$ cat src/rtl/pipe_ctrl.sv
// Pipeline sequencing controller: load-use stall, taken-branch flush, halt drain/freeze.
// Latency: stall/flush/halt controls are combinational, so they act in the same cycle as the trigger.
// Backpressure: stalls by dropping pc_en/ifid_en and inserting a bubble into ID/EX.
module pipe_ctrl #(
    parameter int DRAIN_CYCLES = 3,
    parameter int CNT_W        = 16
) (
    input  logic             clk,
    input  logic             rst,
    input  logic [31:0]      ir_id,
    input  logic [31:0]      ir_ex,
    input  logic             hlt_id,
    input  logic             br_taken,
    input  logic             resume,
    output logic             pc_en,
    output logic             ifid_en,
    output logic             ifid_flush,
    output logic             idex_flush,
    output logic             halted,
    output logic [1:0]       state,
    output logic [CNT_W-1:0] stall_cnt
);

    typedef enum logic [1:0] {
        RUN    = 2'd0,
        DRAIN  = 2'd1,
        HALTED = 2'd2
    } state_t;

    state_t     cur;
    logic [1:0] drain_cnt;

    logic [5:0] op_id;
    logic [5:0] op_ex;
    logic [4:0] rs_id;
    logic [4:0] rt_id;
    logic [4:0] rt_ex;
    logic       rt_is_src;
    logic       lu;

    assign op_id = ir_id[31:26];
    assign rs_id = ir_id[25:21];
    assign rt_id = ir_id[20:16];
    assign op_ex = ir_ex[31:26];
    assign rt_ex = ir_ex[20:16];

    // Opcodes whose rt field is read as a source: R-type, sw, beq, bne.
    assign rt_is_src = (op_id == 6'h00) || (op_id == 6'h2B) ||
                       (op_id == 6'h04) || (op_id == 6'h05);

    // A lw in EX whose destination is read by the instruction in ID.
    assign lu = (op_ex == 6'h23) && (rt_ex != 5'd0) &&
                ((rt_ex == rs_id) || ((rt_ex == rt_id) && rt_is_src)) &&
                !hlt_id;

    assign state = cur;

    // Stage enables and flushes, decoded from the current state and this cycle's inputs.
    always_comb begin
        pc_en      = 1'b0;
        ifid_en    = 1'b0;
        ifid_flush = 1'b0;
        idex_flush = 1'b1;
        halted     = 1'b0;
        case (cur)
            RUN: begin
                if (br_taken) begin
                    // Wrong-path instructions in IF/ID and ID/EX are squashed.
                    pc_en      = 1'b1;
                    ifid_en    = 1'b1;
                    ifid_flush = 1'b1;
                    idex_flush = 1'b1;
                end else if (hlt_id) begin
                    // Freeze fetch but let the halt itself advance into EX.
                    idex_flush = 1'b0;
                end else if (lu) begin
                    idex_flush = 1'b1;
                end else begin
                    pc_en      = 1'b1;
                    ifid_en    = 1'b1;
                    idex_flush = 1'b0;
                end
            end
            DRAIN: begin
                idex_flush = 1'b1;
            end
            HALTED: begin
                halted = 1'b1;
                if (resume) begin
                    // Replace the stale halt in IF/ID with a NOP; PC stays put one more cycle.
                    ifid_en    = 1'b1;
                    ifid_flush = 1'b1;
                end
            end
            default: begin
                // Unreachable encoding: hold the front end and bubble until recovered to RUN.
                idex_flush = 1'b1;
            end
        endcase
    end

    // State machine, drain countdown and saturating load-use stall counter.
    always_ff @(posedge clk or posedge rst) begin
        if (rst) begin
            cur       <= RUN;
            drain_cnt <= 2'd0;
            stall_cnt <= '0;
        end else begin
            case (cur)
                RUN: begin
                    if (!br_taken && hlt_id) begin
                        cur       <= DRAIN;
                        drain_cnt <= 2'(DRAIN_CYCLES - 1);
                    end
                    if (!br_taken && lu && (stall_cnt != {CNT_W{1'b1}})) begin
                        stall_cnt <= stall_cnt + 1'b1;
                    end
                end
                DRAIN: begin
                    if (drain_cnt == 2'd0) begin
                        cur <= HALTED;
                    end else begin
                        drain_cnt <= drain_cnt - 2'd1;
                    end
                end
                HALTED: begin
                    if (resume) begin
                        cur <= RUN;
                    end
                end
                default: begin
                    cur <= RUN;
                end
            endcase
        end
    end

endmodule

$ cat config.mk
export PLATFORM = sky130hd
export DESIGN_NAME = pipe_ctrl
export DESIGN_NICKNAME = d
export VERILOG_FILES = /design/src/rtl/pipe_ctrl.sv
export SDC_FILE = /design/constraint.sdc
export NUM_CORES = 1
export LEC_CHECK = 0
export BUFFER_PORTS_ARGS = -buffer_cell sky130_fd_sc_hd__buf_2
export CAP_MARGIN = 25
export CORE_MARGIN = 4
export CORE_UTILIZATION = 36
export CTS_CLUSTER_DIAMETER = 120
export DETAILED_ROUTE_END_ITERATION = 8
export GPL_ROUTABILITY_DRIVEN = 0
export PLACE_DENSITY = 0.78
export SYNTH_ARGS = -nofsm -noshare
export SYNTH_HDL_FRONTEND = slang
export SYNTH_SLANG_ARGS = --single-unit
$ cat constraint.sdc
create_clock -name clk -period 1.65 [get_ports clk]
set_input_delay 0.165 -clock clk [delete_from_list [all_inputs] [get_ports clk]]
set_output_delay 0.165 -clock clk [all_outputs]
set_load 0.01 [all_outputs]
== After elaboration in Yosys (flattened, before gate mapping) ==
Cells that the tools add are included.

* Register bits after elaboration: 20
* Output and inout bits: 23
* Logic and storage cells: 59

* $add $sub $neg: 2
* Equality and inequality tests: 13
* Muxes and demuxes: 20
* Reduce and logical (&&, ||, !) cells: 21

{| class="wikitable"
|+ Operator list
! cell !! count
|-
| $add A16 B1 Y16 const B || 1
|-
| $ne A16 B16 Y1 const B || 1
|-
| $eq A6 B3 Y1 const B || 2
|-
| $eq A6 B6 Y1 const B || 2
|-
| $mux W1 || 11
|-
| $eq A5 B5 Y1 || 2
|-
| $mux W2 || 5
|-
| $ne A2 B2 Y1 const B || 4
|-
| $logic_and A1 B1 Y1 || 7
|-
| $logic_not A6 Y1 || 1
|-
| $pmux W2 S3 || 1
|-
| $reduce_and A3 Y1 || 2
|-
| $reduce_bool A5 Y1 || 1
|-
| $logic_not A2 Y1 || 2
|-
| $logic_or A1 B1 Y1 || 4
|-
| $pmux W1 S2 || 2
|-
| $pmux W2 S2 || 1
|-
| $eq A2 B1 Y1 const B || 1
|-
| $eq A2 B2 Y1 const B || 1
|-
| $logic_not A1 Y1 || 2
|-
| $reduce_and A2 Y1 || 1
|-
| $reduce_bool A2 Y1 || 1
|-
| $sub A2 B1 Y2 const B || 1
|}

== Logic depth before layout (Yosys ltp) ==
Gate-level depths: netlist of run 1.

* Word-level depth: 12
* Depth in mapped cells: 8

== Least setup slack after synthesis of run 1 ==
OpenSTA, ideal clock, no wires.

* Kind: input to output
* Start point: input port ir_ex[29]
* End point: output port ifid_en
* Data arrival time: 1,578 ps
* Required time: 1,485 ps
* Path slack: -93 ps
* Stages on the path: 6
* Cell sequence: nor4b_4 -> o211ai_2 -> or4b_2 -> o31a_1 -> a21oi_1 -> a21oi_1

* Word-level cells in the longest chain between the ends: 8

{| class="wikitable"
|+ Ends and longest elaborated chain
! item !! RTL line !! RTL
|-
| start, declared || 11 || <nowiki>input logic [31:0] ir_ex,</nowiki>
|-
| $eq A6 B6 Y1 || 52 || <nowiki>assign lu = (op_ex == 6'h23) && (rt_ex != 5'd0) &&</nowiki>
|-
| $logic_and A1 B1 Y1 (2 in a row) || 52 ||
|-
| $logic_and A1 B1 Y1 || 53 || <nowiki>((rt_ex == rs_id) || ((rt_ex == rt_id) && rt_is_src)) &&</nowiki>
|-
| $mux W1 || 76 || <nowiki>end else if (lu) begin</nowiki>
|-
| $mux W1 || 73 || <nowiki>end else if (hlt_id) begin</nowiki>
|-
| $mux W1 || 67 || <nowiki>if (br_taken) begin</nowiki>
|-
| $pmux W1 S2 || 65 || <nowiki>case (cur)</nowiki>
|-
| end, declared || 16 || <nowiki>output logic ifid_en,</nowiki>
|}

Every way passes these cells.

== Worst setup path after layout of run 1 ==
Same ends and word-level chain as after synthesis.

==> flow_metrics.tcl, run 1 <==
set metrics [dict create \
    outcome "complete, but fails checks" \
    failed_checks "negative setup slack" \
    fill_cells 268 \
    synth_cell_types 33 \
    synth_edf_count 0 \
    pwr-share-comb 0.357 \
    cts_tree "yes" \
    clk_pin_slew_ps 110 \
    wire_per_inst_um 12.4 \
    synthCells 121 \
    worstReg2RegEnd "stall_cnt[15]" \
    synth_flop_cell "dfrtp_1" \
    p_sw_frac 0.307 \
    r2r_setup_slack_ps 0 \
    cts_sinks 20 \
    p_clk_frac 0.268 \
    post-route-min-period_ps 1900 \
    hp-start "resume" \
    ys_ff_latch 20 \
    grt_pass1_vias 1162 \
    core_area_um2 3130 \
    cts_inserted_buffers 3 \
    htree_levels 1 \
    worstPathArrival_ps 1740 \
    synth_nets 192 \
    wirelength_um 3120 \
    r2r.worst_path.cells 6 \
    crit_path_frequent_cell "a21oi_2" \
    nNetsFinal 280 \
    hp-class "in2reg" \
    rows 20 \
    io_buffers 54 \
    worstMarginPinSlew_ps 584 \
    first_pass_iters 4 \
    ir_drop_mv 0.469 \
    area_delta_synth_final_pct 55.0 \
    worst_slack_ps -250 \
    min_delay_path_depth 2 \
    via_count 1205 \
    internal_power_mw 1.03 \
    slowest_stage "or4_1" \
    n_antenna_cell 0 \
    antenna_found_initial 0 \
    synth_most_common_cell "dfrtp_1" \
    ioPinCount 92 \
    gr-total-overflow 0 \
    async_flop_share 1.00 \
    path_max_fanout 4 \
    relSlewSlack 0.607 \
    cp-end-kind "output pin" \
    yosysTopAreaCell "dfrtp_1" \
    start_util 0.385 \
    setup_viol 19 \
    worstSetupPathType "in2out" \
    p_switching_uw 454 \
    clock_path_buffers 2 \
    drt_iter0_markers 55 \
    grt_use_total 0.152 \
    dp_hpwl_um 2400 \
    synth_common_cells "20 x dfrtp_1, 17 x xnor2_1, 9 x nand2_1, 9 x nor2_1, 8 x xor2_1" \
    power_mw 1.48 \
    fmax_ghz 0.526 \
    required_ps 1480 \
    clock_latency_ps 300 \
    synth_area_leaders "dfrtp_1 42%, xnor2_1 12%, xor2_1 5.8%" \
    die_h_um 65.8 \
    crit_chain "buf_6, nor4b_4, o211ai_2, or4_1, o31a_1, a21oi_2, a21oi_2, buf_2" \
    yosysSeqAreaShare 0.416 \
    post_layout_nonfiller_instances 252 \
    root_buffer "clkbuf_4" \
    critPathMaxStageDelay_ps 410 \
    drc 0 \
    postSynthAreaPerCell_um2 9.95 \
    viasPerCell 4.78 \
    rsz0062_at_grt "yes" \
    seqPwrFrac 0.375 \
    finalHoldViolCount 0 \
    drive_gt1_frac 0.505 \
    syn-cell-area_um2 1200 \
    grt_max_degree 21 \
    whs_ps 69.0 \
    final.setup_skew_ps 1.55 \
    grt_pass1_wl_um 5180 \
    ys_warn_count 0 \
    fin_crit_sh 1.15 \
    chipWidth_um 65.8 \
    die_area_um2 4330 \
    placed_cells 243 \
    cp-start-kind "input pin" \
    drv_slew 0 \
    ant_nets 0 \
    p_per_area_nw_per_um2 794 \
    cap_violations 0 \
    holdPathEnd "state[1]" \
    leakage_nw 0.955 \
    synth.top_cell.area_share 0.416 \
    r2r_start "state[0]" \
]
## worst max-delay path: cells and delay by family
family	cells	cell delay, ps
AO/OA/AOI/OAI	4	670
buffers and inverters	2	240
AND/OR/NAND/NOR	2	670
## kinds of logic after synthesis
logic type / share of synthesized area
AND/OR/NAND/NOR: 0.252
XOR/XNOR: 0.182
flip-flops: 0.416
AO/OA/AOI/OAI: 0.0728
buffers and inverters: 0.0312
multiplexers: 0.0260
adder cells (fa/ha/maj): 0.0208
## state kept, by name, summed over array words and instances (netlist names)
name       cells
stall_cnt     16
state          2
drain_cnt      2
## worst max path at each step
stage / startpoint / end / slack [ps] / cells past startpoint
6_report: ir_ex[29] / ifid_en / -250 / 8
3_5_place_dp: ir_ex[17] / stall_cnt[11] / -310 / 7
4_1_cts: ir_ex[29] / ifid_en / -270 / 8
5_1_grt: ir_ex[17] / pc_en / -340 / 8
3_3_place_gp: ir_ex[29] / ifid_en / -290 / 8
2_1_floorplan: ir_ex[17] / stall_cnt[11] / -20 / 6
## cells in the final DEF, fill, tap and decap left out, types with 2 or more instances in the layout
cell type,synthesis,routed
nand2_1,9,9
buf_4,0,29
dfrtp_1,20,20
buf_6,1,2
a21oi_2,0,2
nand4_1,6,6
nor2_1,9,8
and3_1,2,2
mux2i_1,2,2
clkbuf_4,0,3
nand4_2,2,2
nor3_2,0,2
buf_2,0,52
nand2b_1,2,2
nand3_1,7,7
xnor2_1,17,17
nor3_1,5,3
xor2_1,8,8
inv_1,6,6
## power groups by stage
stage | sequential [mW] | clock, mW | combinational, mW
after floorplan | 0.586 | 0 | 0.274
after global placement | 0.562 | 0 | 0.508
after detailed placement | 0.566 | 0 | 0.521
after CTS | 0.556 | 0.411 | 0.533
after global routing | 0.559 | 0.427 | 0.598
final | 0.556 | 0.397 | 0.529
## area by class of cell
class,instances,area [µm²],area share
Multi-Input combinational cell,94,724,0.388
Timing Repair Buffer,84,510,0.274
Sequential cell,20,500,0.268
Tap cell,44,55.1,0.0295
Clock inverter,1,30.0,0.0161
Clock buffer,3,22.5,0.0121
Inverter,6,22.5,0.0121
## metal layers
metal / part of all wire / track usage
met1: 0.47 / 0.203
met5: 0 / 0
met2: 0.43 / 0.250
met4: 0.011 / 0.0389
met3: 0.088 / 0.0289
## through the flow
| step | util | area, µm² | worst slack [ps] | TNS (ps) |
|---|---|---|---|---|
| after floorplan | - | 1230 | -18.9 | -18.9 |
| after global placement | 0.555 | 1740 | -288 | -3830 |
| after detailed placement | 0.555 | 1740 | -307 | -3960 |
| after CTS | 0.593 | 1850 | -269 | -925 |
| after global routing | 0.596 | 1870 | -338 | -3150 |
| final | 0.596 | 1870 | -250 | -1780 |
## repair_timing
action | in CTS | in global routing
hold endpoints to repair | 20 | 0
gates cloned | 1 | 0
hold buffers | 1 | 0
setup buffers | 2 | 1
pin swaps | 2 | 1
gates resized for setup | 5 | 1
setup endpoints to repair | 19 | 19
Power figures use the tool's default switching activity.
==> run 2: changes to the inputs <==
Settings changed: CORE_MARGIN 4 to unset, SETUP_SLACK_MARGIN set to 0.02.
==> flow_metrics.tcl, run 2 (same netlist as run 1, synthesis figures left out) <==
set metrics [dict create \
    die_h_um 59.8 \
    wirelength_um 3060 \
    chipWidth_um 59.8 \
    start_util 0.388 \
    fmax_ghz 0.506 \
    ir_drop_mv 0.512 \
    cts_sinks 20 \
    gr-total-overflow 0 \
    post-route-min-period_ps 1980 \
    largest_reg_flops 16 \
    antenna_found_initial 0 \
    htree_levels 1 \
    setup_viol 3 \
    ioPinCount 92 \
    area_delta_synth_final_pct 60.6 \
    cap_violations 0 \
    r2r.worst_path.cells 7 \
    first_pass_iters 4 \
    rsz0062_at_grt "yes" \
    dp_hpwl_um 2270 \
    crit_start "ir_ex[17]" \
    worstMarginPinSlew_ps 382 \
    viasPerCell 4.82 \
    regMostFlops "stall_cnt" \
    die_area_um2 3580 \
    grt_use_total 0.176 \
    finalHoldViolCount 0 \
    ant_nets 0 \
    wire_per_inst_um 12.1 \
    drive_gt1_frac 0.553 \
    nNetsFinal 280 \
    design_area_um2 1930 \
    clock_path_buffers 2 \
    worstSetupPathType "in2out" \
    drv_slew 0 \
    drt_iter0_markers 27 \
    relSlewSlack 0.742 \
    io_buffers 54 \
    drc 0 \
    r2r_setup_slack_ps 10 \
    power_mw 1.37 \
    grt_max_degree 21 \
    path_max_fanout 4 \
    via_count 1215 \
    crit_path_end "pc_en" \
    root_buffer "clkbuf_4" \
    most-common-layout-cells "52 x buf_2, 26 x buf_4, 20 x dfrtp_1" \
    setup_tns_ps -791 \
    leakage_nw 1.01 \
    core_area_um2 3100 \
    final.setup_skew_ps 8.17 \
    detailed_place.area_um2 1750 \
    outcome "complete, but fails checks" \
    worstReg2RegEnd "stall_cnt[0]" \
    rows 20 \
    grt_pass1_wl_um 4730 \
    clock_latency_ps 300 \
    final_common_cell "buf_2" \
    grt_pass1_vias 1112 \
    n_antenna_cell 0 \
    cp-start-kind "input pin" \
    r2r_start "stall_cnt[9]" \
    cts_inserted_buffers 3 \
    fin_crit_sh 1.20 \
    required_ps 1480 \
    cp-end-kind "output pin" \
    cts_tree "yes" \
    failed_checks "negative setup slack" \
    worstPathArrival_ps 1810 \
    worst_slack_ps -328 \
    fin_util 0.623 \
    p_per_area_nw_per_um2 708 \
    hp-class "in2reg" \
    clk_pin_slew_ps 100 \
]
[run 2: cell count changes in the layout (fill, tap and decap cells not counted), moves of 3 or more]
cell,delta
nand3_1,-3
nand3_2,+3
nand2_1,-3
buf_6,+4
buf_4,-3
[run 2: worst max-delay path, cell delays in order]
cell and delay, ps:
buf_2 120, or4_4 530, o211ai_2 220, or4b_4 160, o31a_1 170, a21oi_2 80
nor3_2 200, buf_2 160
[run 2: worst min-delay path by stage]
| stage | cells after the start | slack [ps] | from | to |
|---|---|---|---|---|
| after floorplan | 1 | 130 | rst | drain_cnt[0] |
| after global placement | 3 | 200 | rst | drain_cnt[1] |
| after detailed placement | 3 | 200 | rst | drain_cnt[1] |
| after CTS | 2 | 80 | resume | state[1] |
| after global routing | 2 | 70 | resume | state[1] |
| final | 2 | 90 | resume | state[1] |
[run 2: area by class of cell]
class | instances | area [µm²]
fill | 278 | 1170
tap | 44 | 55.1
sequential | 20 | 500
clock buffer | 4 | 36.3
inverter | 6 | 22.5
timing repair buffer | 85 | 533
multi-input combinational | 93 | 786
[run 2: power breakdown]
group	internal [mW]	switching (mW)
Sequential	0.536	0.0239
Clock	0.134	0.146
Combinational	0.242	0.287
Total	0.912	0.457
[run 2: per-layer routing]
metal | up-vias | track usage | part of all wire
li1 | 603 | - | -
met1 | 575 | 0.236 | 0.46
met2 | 35 | 0.289 | 0.48
met3 | 2 | 0.0346 | 0.044
met4 | 0 | 0.0498 | 0.0088
met5 | - | 0 | 0
[run 2: metrics by stage]
stage               hold slack (ps)  worst slack, ps  std cells
finish                         86.9             -328        252
global route                   74.6             -398        252
CTS                            81.6             -306        249
detailed placement              197             -318        243
global placement                196             -261        243
floorplan                       129             14.8        121
[run 2: what timing repair did]
item                                    CTS  global route
buffers inserted                          1             3
hold buffers                              1             0
resized for setup                         4            16
gates cloned                              0             0
endpoints found under the setup margin   14            14
pin swaps                                 2            20
endpoints found under the hold margin    20             0
==> run 3: changes to the inputs <==
Settings changed: PLACE_DENSITY 0.78 to 0.76.
==> flow_metrics.tcl, run 3 (same netlist as run 1, synthesis figures left out) <==
set metrics [dict create \
    outcome "complete, but fails checks" \
    failed_checks "negative setup slack" \
    final.setup_skew_ps 2.82 \
    first_pass_iters 4 \
    cts_inserted_buffers 3 \
    fill_cells 287 \
    post-route-min-period_ps 1950 \
    grt_pass1_vias 1158 \
    finalHoldViolCount 0 \
    fmax_ghz 0.513 \
    largest_reg_flops 16 \
    rows 20 \
    relSlewSlack 0.756 \
    path_max_fanout 3 \
    fin_crit_sh 1.18 \
    ioPinCount 92 \
    regMostFlops "stall_cnt" \
    clk_pin_slew_ps 110 \
    clock_path_buffers 2 \
    leakage_nw 0.986 \
    crit_path_frequent_cell "a21oi_2" \
    ir_drop_mv 0.550 \
    start_util 0.388 \
    setup_viol 4 \
    wirelength_um 3240 \
    io_buffers 54 \
    dp_hpwl_um 2210 \
    cp-end-kind "output pin" \
    wire_per_inst_um 12.8 \
    root_buffer "clkbuf_4" \
    viasPerCell 4.80 \
    grt_pass1_wl_um 4810 \
    area_delta_synth_final_pct 62.0 \
    cts_sinks 20 \
    post_layout_nonfiller_instances 253 \
    worstSetupPathType "in2out" \
    n_antenna_cell 0 \
    drv_slew 0 \
    critPathMaxStageDelay_ps 420 \
    rsz0062_at_grt "yes" \
    crit_chain "buf_6, nor4b_4, o211ai_4, or4_4, o31a_1, a21oi_2, a21oi_2, buf_2" \
    slowest_stage "or4_4" \
    required_ps 1480 \
    pre_cts_ws_ps -286 \
    die_area_um2 3580 \
    multiInputGateArea_um2 806 \
    placed_cells 245 \
    nNetsFinal 281 \
    ant_nets 0 \
    p_per_area_nw_per_um2 706 \
    chipWidth_um 59.8 \
    fin_util 0.628 \
    drt_iter0_markers 15 \
    detailed_place.area_um2 1770 \
    seqCellArea_um2 500 \
    cp-start-kind "input pin" \
    clock_latency_ps 300 \
    htree_levels 1 \
    worst_slack_ps -300 \
    cap_violations 0 \
    cts_tree "yes" \
    final_common_cell "buf_2" \
    die_h_um 59.8 \
    antenna_found_initial 0 \
    gr-total-overflow 0 \
    drc 0 \
    drive_gt1_frac 0.545 \
    cp_num_buf_inv 2 \
    grt_use_total 0.184 \
    design_area_um2 1950 \
    worstPathArrival_ps 1790 \
    core_area_um2 3100 \
    grt_max_degree 21 \
    worstMarginPinSlew_ps 365 \
    power_mw 1.38 \
    critical_path.top_delay_family "simple AND/OR/NAND/NOR gates" \
    most-common-layout-cells "52 x buf_2, 27 x buf_4, 20 x dfrtp_1" \
    hp-class "in2reg" \
    via_count 1215 \
]
-- run 3: power breakdown --
part	total, mW	leakage [nW]	internal, mW	switching, mW
Combinational	0.531	0.692	0.243	0.288
Clock	0.286	0.0210	0.135	0.151
Sequential	0.559	0.273	0.536	0.0226
-- run 3: area by class of cell --
cell class | instances | area share
Tap cell | 44 | 0.0282
Inverter | 6 | 0.0116
Clock buffer | 4 | 0.0186
Multi-Input combinational cell | 94 | 0.413
Timing Repair Buffer | 85 | 0.272
Sequential cell | 20 | 0.257
-- run 3: worst paths after layout --
path,start,end,slack (ps),cells past startpoint
worst max-delay path,ir_ex[29],ifid_en,-300,8
worst min-delay path,resume,state[1],50,2
worst max register to register,stall_cnt[1],stall_cnt[8],30,8
worst min register to register,stall_cnt[13],stall_cnt[13],510,1
max in group asynchronous,rst,stall_cnt[7],1040,4
min in group asynchronous,rst,drain_cnt[1],410,4
-- run 3: repair_timing --
action,CTS,global route
endpoints found under the hold margin,20,0
buffers inserted,1,1
hold buffers,1,0
cloned,1,0
gates resized for setup,6,13
endpoints found under the setup margin,13,18
pin swaps,2,8
-- run 3: worst reg2reg max path: cells and delay by family, from the launching register on --
| kind | cells | cell delay [ps] |
|---|---|---|
| compound gates | 2 | 410 |
| xor+xnor | 1 | 140 |
| fa+ha+maj | 1 | 200 |
| buf+inv | 1 | 110 |
| flops | 1 | 410 |
| simple gates | 3 | 240 |
-- run 3: stage by stage --
stage / TNS (ps) / hold slack (ps)
final: -793 / 51.7
after global routing: -1220 / 59.2
after CTS: -627 / 43.3
after detailed placement: -3440 / 200
after global placement: -3110 / 199
after floorplan: 0 / 129
-- run 3: routing by layer --
layer / track usage / vias to the layer above / share of wire
met5: 0 / - / 0
li1: - / 605 / -
met2: 0.338 / 33 / 0.52
met4: 0.0498 / 0 / 0.0093
met3: 0.0411 / 4 / 0.044
met1: 0.211 / 573 / 0.43
